### src/rtl/arrow_game_pkg.sv
`timescale 1ns/1ps
// Shared types and constants for the arrow game scheduler.
// Combinational helpers only; no state lives here.
package arrow_game_pkg;

    typedef enum logic [1:0] {
        IDLE = 2'd0,
        PLAY = 2'd1,
        OVER = 2'd2
    } game_state_t;

    typedef enum logic [1:0] {
        SLOT_FREE     = 2'd0,
        SLOT_ACTIVE   = 2'd1,
        SLOT_COOLDOWN = 2'd2
    } slot_state_t;

    typedef struct packed {
        logic [1:0] direction;
        logic       inversed;
        logic [2:0] speed;
    } slot_cfg_t;

    localparam logic [1:0] DIR_TOP    = 2'b00;
    localparam logic [1:0] DIR_BOTTOM = 2'b01;
    localparam logic [1:0] DIR_LEFT   = 2'b10;
    localparam logic [1:0] DIR_RIGHT  = 2'b11;

    // Right-shifting Galois form of the x^16 + x^14 + x^13 + x^11 + 1 polynomial.
    localparam logic [15:0] LFSR_TAPS = 16'hB400;

    // Arrows speed up by one step per eight blocked arrows, capped at 7.
    function automatic logic [2:0] spawn_speed(input logic [7:0] score);
        return (score[7:3] >= 5'd6) ? 3'd7 : score[5:3] + 3'd1;
    endfunction

endpackage

### src/rtl/lfsr16.sv
`timescale 1ns/1ps
// Free-running 16-bit Galois LFSR; advances every cycle out of reset.
// Exposes only the low bits consumed by the spawn logic; no backpressure.
module lfsr16
    import arrow_game_pkg::*;
#(
    parameter logic [15:0] SEED = 16'hACE1
) (
    input  logic       clk,
    input  logic       rst,
    output logic [2:0] rnd
);

    logic [15:0] state_q;

    always_ff @(posedge clk or negedge rst) begin
        if (!rst) begin
            state_q <= SEED;
        end else begin
            state_q <= {1'b0, state_q[15:1]} ^ (state_q[0] ? LFSR_TAPS : 16'h0000);
        end
    end

    assign rnd = state_q[2:0];

endmodule

### src/rtl/arrow_scheduler.sv
`timescale 1ns/1ps
// Game controller: spawns arrows into free slots each spawn period, tallies blocks and player hits.
// All outputs registered, one cycle after the causing input; slots have no backpressure, full spawns drop.
module arrow_scheduler
    import arrow_game_pkg::*;
#(
    parameter int unsigned NUM_SLOTS    = 4,
    parameter int unsigned SPAWN_PERIOD = 60,
    parameter int unsigned LIVES        = 3,
    parameter logic [15:0] LFSR_SEED    = 16'hACE1
) (
    input  logic                      clk,
    input  logic                      rst,
    input  logic [10:0]               hcount_in,
    input  logic [9:0]                vcount_in,
    input  logic                      start_in,
    input  logic [NUM_SLOTS-1:0]      slot_hit_in,
    input  logic [NUM_SLOTS-1:0]      slot_hit_player_in,
    output logic [NUM_SLOTS-1:0]      slot_valid_out,
    output logic [NUM_SLOTS-1:0][1:0] slot_direction_out,
    output logic [NUM_SLOTS-1:0]      slot_inversed_out,
    output logic [NUM_SLOTS-1:0][2:0] slot_speed_out,
    output logic [1:0]                lives_out,
    output logic [7:0]                score_out,
    output logic [1:0]                state_out,
    output logic                      game_over_out
);

    localparam int CNT_W = (SPAWN_PERIOD > 1) ? $clog2(SPAWN_PERIOD) : 1;
    localparam logic [CNT_W-1:0] CNT_LAST = CNT_W'(SPAWN_PERIOD - 1);
    localparam int EVT_W = $clog2(NUM_SLOTS + 1);

    // Assertion is immediate; release is retimed so no flop sees a partial deassert.
    logic rst_meta;
    logic rst_sync;

    always_ff @(posedge clk or negedge rst) begin
        if (!rst) begin
            rst_meta <= 1'b0;
            rst_sync <= 1'b0;
        end else begin
            rst_meta <= 1'b1;
            rst_sync <= rst_meta;
        end
    end

    logic [2:0] rnd;

    lfsr16 #(
        .SEED (LFSR_SEED)
    ) u_lfsr (
        .clk (clk),
        .rst (rst_sync),
        .rnd (rnd)
    );

    game_state_t          state_q;
    logic [1:0]           lives_q;
    logic [7:0]           score_q;
    logic [CNT_W-1:0]     spawn_cnt_q;

    logic                 tick;
    logic                 run;
    logic                 spawn;
    logic                 taken;
    logic [NUM_SLOTS-1:0] is_free;
    logic [NUM_SLOTS-1:0] is_active;
    logic [NUM_SLOTS-1:0] grant;
    logic [NUM_SLOTS-1:0] player_evt;
    logic [NUM_SLOTS-1:0] block_evt;
    logic [EVT_W-1:0]     n_player;
    logic [EVT_W-1:0]     n_block;
    logic [8:0]           score_sum;
    logic [7:0]           score_next;
    logic [1:0]           lives_next;
    slot_cfg_t            new_cfg;

    always_comb begin
        tick  = (hcount_in == 11'd0) && (vcount_in == 10'd0);
        // The PLAY cycle after lives hit zero is spent tearing down, not playing.
        run   = (state_q == PLAY) && (lives_q != 2'd0);
        spawn = run && tick && (spawn_cnt_q == CNT_LAST);

        grant      = '0;
        player_evt = '0;
        block_evt  = '0;
        n_player   = '0;
        n_block    = '0;
        taken      = 1'b0;
        for (int i = 0; i < NUM_SLOTS; i++) begin
            if (run && is_active[i] && slot_hit_in[i]) begin
                player_evt[i] = slot_hit_player_in[i];
                block_evt[i]  = ~slot_hit_player_in[i];
            end
            n_player = n_player + EVT_W'(player_evt[i]);
            n_block  = n_block + EVT_W'(block_evt[i]);
            if (!taken && is_free[i]) begin
                grant[i] = spawn;
                taken    = 1'b1;
            end
        end

        score_sum  = {1'b0, score_q} + 9'(n_block);
        score_next = score_sum[8] ? 8'hFF : score_sum[7:0];
        if (8'(n_player) >= 8'(lives_q)) begin
            lives_next = 2'd0;
        end else begin
            lives_next = lives_q - 2'(n_player);
        end

        new_cfg.direction = rnd[1:0];
        new_cfg.inversed  = rnd[2] & ((rnd[1:0] == DIR_TOP) || (rnd[1:0] == DIR_BOTTOM));
        new_cfg.speed     = spawn_speed(score_q);
    end

    always_ff @(posedge clk or negedge rst_sync) begin
        if (!rst_sync) begin
            state_q       <= IDLE;
            lives_q       <= 2'd0;
            score_q       <= 8'd0;
            spawn_cnt_q   <= '0;
            game_over_out <= 1'b0;
        end else begin
            case (state_q)
                IDLE, OVER: begin
                    if (start_in) begin
                        state_q       <= PLAY;
                        lives_q       <= 2'(LIVES);
                        score_q       <= 8'd0;
                        spawn_cnt_q   <= '0;
                        game_over_out <= 1'b0;
                    end
                end
                PLAY: begin
                    if (lives_q == 2'd0) begin
                        state_q       <= OVER;
                        game_over_out <= 1'b1;
                    end else begin
                        lives_q <= lives_next;
                        score_q <= score_next;
                        if (tick) begin
                            spawn_cnt_q <= spawn ? '0 : spawn_cnt_q + 1'b1;
                        end
                    end
                end
                default: state_q <= IDLE;
            endcase
        end
    end

    assign lives_out = lives_q;
    assign score_out = score_q;
    assign state_out = state_q;

    for (genvar g = 0; g < NUM_SLOTS; g++) begin : g_slot
        slot_state_t slot_q;
        slot_cfg_t   cfg_q;

        // Config only loads on spawn, so it stays stable through ACTIVE and COOLDOWN.
        always_ff @(posedge clk or negedge rst_sync) begin
            if (!rst_sync) begin
                slot_q <= SLOT_FREE;
                cfg_q  <= '0;
            end else if (!run) begin
                slot_q <= SLOT_FREE;
            end else begin
                case (slot_q)
                    SLOT_FREE: begin
                        if (grant[g]) begin
                            slot_q <= SLOT_ACTIVE;
                            cfg_q  <= new_cfg;
                        end
                    end
                    SLOT_ACTIVE: begin
                        if (slot_hit_in[g]) slot_q <= SLOT_COOLDOWN;
                    end
                    SLOT_COOLDOWN: begin
                        if (tick) slot_q <= SLOT_FREE;
                    end
                    default: slot_q <= SLOT_FREE;
                endcase
            end
        end

        assign is_free[g]            = (slot_q == SLOT_FREE);
        assign is_active[g]          = (slot_q == SLOT_ACTIVE);
        assign slot_valid_out[g]     = is_active[g];
        assign slot_direction_out[g] = cfg_q.direction;
        assign slot_inversed_out[g]  = cfg_q.inversed;
        assign slot_speed_out[g]     = cfg_q.speed;
    end

endmodule

### config.mk
export PLATFORM = sky130hd
export DESIGN_NAME = arrow_scheduler
export DESIGN_NICKNAME = d
export VERILOG_FILES = /design/src/rtl/arrow_game_pkg.sv /design/src/rtl/lfsr16.sv /design/src/rtl/arrow_scheduler.sv
export SDC_FILE = /design/constraint.sdc
export NUM_CORES = 1
export LEC_CHECK = 0
export ABC_CLOCK_PERIOD_IN_PS = 7000
export BUFFER_PORTS_ARGS = -buffer_cell sky130_fd_sc_hd__clkbuf_2
export CORE_UTILIZATION = 50
export CTS_CLUSTER_DIAMETER = 120
export DETAILED_ROUTE_END_ITERATION = 6
export PLACE_DENSITY_LB_ADDON = 0.08
export SKIP_CTS_REPAIR_TIMING = 1
export SKIP_LAST_GASP = 1
export SLEW_MARGIN = 20
export SYNTH_ARGS = -nofsm -noshare
export SYNTH_HDL_FRONTEND = slang
export SYNTH_SLANG_ARGS = --single-unit
export TNS_END_PERCENT = 1
### constraint.sdc
create_clock -name clk -period 7 [get_ports clk]
set_clock_uncertainty 0.15 [all_clocks]
set_input_delay 0.35 -clock clk [delete_from_list [all_inputs] [get_ports clk]]
set_output_delay 0.35 -clock clk [all_outputs]
set_load 0.02 [all_outputs]
==> run summary <==
HP Start: start_in
Routed len/inst: 15.01 microns
Critical Path AT: 4.05 ns
Max Slew Vio Count: 0
Setup TNS: 0 ns
Synthesis-stage register bit count: 69
Syn-to-layout area delta: 20.02%
First-pass GRT wire length: 10,900 microns
CTS clk-pin slew, worst paths: 0.07 ns
Post-route design area: 3826 sq um
Startpoint types: flip-flop
CP max FO: 22
Relative slew slack: 0.4240
Largest net degree at the start of global routing: 68
Global route overflow: 0
FFs w/ async S/R, synth: 1.000
Residual DRC: 0
IO Count: 73
CP Launch Point: state_out[0]$_DFFE_PN0P_
Flop pwr share: 0.445
Switch Pwr: 0.0003290 W
Clock Sinks: 69
Fin cells: 439
CTS tree: yes
Clock buffer count from CTS: 9
Vias: 2,407
Chip Height: 81.85 microns
Final net count: 404
WHS Path Cells: 2
Post-layout util: 0.6350
N_diodes: 0
P_leak: 1.918 nW
Int Power: 0.0006484 W
Hpwl dp: 4775 microns
FMAX: 0.2523 GHz
First-pass iteration count of the detailed router: 4
Post-DRT Antenna Nets: 0
Unrepaired setup endpoints after global routing: no
Hold Crit Class: in2reg
Final hold violations: 0
Synth Area per Inst: 11.35 sq um
WP data required: 7.09 ns
Area contributors post-synth: dfrtp_1 (48%), mux2_2 (8.5%), dfstp_2 (6.6%)
Placer congestion estimate: 0.8514
CTS H-tree depth: 3
# fillers: 501
Power Dens Cells: 255.5 nW/um^2
Seq/Total Area, Yosys: 0.5447
Initial Util: 0.5291
Area of the multi-input gates: 1368 sq um
Count leader, synth: dfrtp_1
FF-to-FF path depth: 13
CP Capture Type: flip-flop
Violation count after the first detailed-route iteration: 109
Switching share of power: 0.3366
Kind of critical path: reg2reg
Seq. cell area: 1738 sq um
Post-placement cell area: 3623 sq um
Final setup viols: 0
Leading area contributor after synthesis: dfrtp_1
Initial antenna violation count: 0
Max Cap Viol: 0
Worst Tran Pin Value: 0.8608 ns
PortBufs: 72
Outcome: finished, final reports clean
Peak supply drop: 0.2188 mV
Share of cells above drive strength 1: 0.3544
Netlist Area Pre-Place: 3188 sq um
Cells after DPL: 422
Clock Latency Late Sink: 0.34 ns
Core area: 6026 sq um
Crit path time final: 3.963 ns
Yosys warns: 0
Clk buf depth: 2
Area share of the largest cell type after synthesis: 0.4788
Reg2Reg Launch Point: state_out[0]$_DFFE_PN0P_
EDFF count, synth: 0
Clk pwr share: 0.322
Syn_nets: 326
Routed wire length: 6591 microns
Post-Syn Instances: 281
Clock tree root buffer cell: clkbuf_8
Die W: 81.85 microns
Core Rows: 28
Primary FF master, synth: dfrtp_1
DIE AREA: 6699 sq um
Commonest cells post-synth: dfrtp_1 (61), mux2_2 (24), nand2_1 (21)
Vias in the first global route: 2,278
Final period util: 0.5661
Comb power frac: 0.233
Via density: 5.483
All-Layer GR Usage: 0.2213
Yosys cell types: 44
## power by group through the flow
stage	Clock, W	Combinational, W	Sequential (W)
final	0.000314	0.000228	0.000435
after global routing	0.000339	0.000257	0.000438
after CTS	0.000321	0.000230	0.000435
after detailed placement	0	0.000228	0.000443
after global placement	0	0.000227	0.000442
after floorplan	0	0.000134	0.000464
## cell usage in the layout (no fill, tap or decap), types with 8 or more instances in the layout
cell type and n:
mux2_2 24, nor2_1 15, nor3_1 8, clkbuf_2 72, nand2_1 21, dfstp_2 8, ha_1 8, o21ai_0 16
nor2b_1 10, inv_1 13, clkbuf_8 9, dfrtp_1 60, a21oi_1 15
## cell families (layout without fill, tap and decap cells)
family / Yosys count / in the layout / share of synthesized area
AOI/OAI and AO/OA: 50 / 50 / 0.09419
xor gates and xnor gates: 3 / 3 / 0.008243
adders and majority gates: 13 / 13 / 0.06280
buffers and inverters: 21 / 104 / 0.02630
DFF: 69 / 69 / 0.5447
muxes: 24 / 24 / 0.08477
other: 1 / 1 / 0.001176
and+or+nand+nor: 100 / 100 / 0.1778
## layout make-up
class	count	share of cell area
inverters	13	0.01275
multi-input cells	191	0.3574
flip-flops and latches	69	0.4542
repair buffers	75	0.1007
clock buffers	10	0.03336
clock inverters	6	0.01700
well taps	75	0.02453
## registers in the layout, summed over array words and instances (netlist names)
name	flops
u_lfsr.state_q	16
slot_speed_out	12
g_slot.slot_q	8
score_out	8
slot_direction_out	8
spawn_cnt_q	6
slot_inversed_out	4
lives_out	2
state_out	2
game_over_out	1
rst_meta	1
rst_sync	1
## final timing paths
kind	end	slack, ns
max in group asynchronous	g_slot[0].slot_q[0]$_DFFE_PN0P_	5.85
hold reg to reg	u_lfsr.state_q[2]$_DFF_PN0_	0.19
setup / recovery	score_out[3]$_DFFE_PN0P_	3.04
hold / removal	game_over_out$_DFFE_PN0P_	0.08
setup reg to reg	score_out[3]$_DFFE_PN0P_	3.04
min in group asynchronous	rst_sync$_DFF_PN0_	0.17
## per-layer routing
layer	vias to the layer above	global-route usage	routed length, microns	share of wire
met5	-	0	0	0
met2	66	0.3306	3038	0.46
li1	1156	-	-	-
met1	1176	0.3207	3160	0.48
met4	0	0.08596	92	0.014
met3	9	0.03778	298	0.045
## worst max-delay path, cell delays in order, from the launching register on
cell and delay [ns]:
dfrtp_1 0.41, nor2b_1 0.37, o21ai_1 0.12, buf_4 0.23
or3_1 0.40, fa_1 0.49, fa_1 0.46, inv_1 0.08
fa_1 0.22, and3_1 0.21, nand4_1 0.25, a21oi_1 0.21
nor2_1 0.05, a211oi_1 0.21
## through the flow
stage / hold slack, ns / power [W] / setup slack [ns]
2_1_floorplan: -0.09559 / 0.0005986 / 3.186
3_3_place_gp: -0.01506 / 0.0006690 / 3.219
3_5_place_dp: -0.01414 / 0.0006712 / 3.058
4_1_cts: -0.3765 / 0.0009860 / 3.042
5_1_grt: 0.09713 / 0.001034 / 2.660
6_report: 0.08353 / 0.0009774 / 3.037
(Power assumes the default switching activity.)
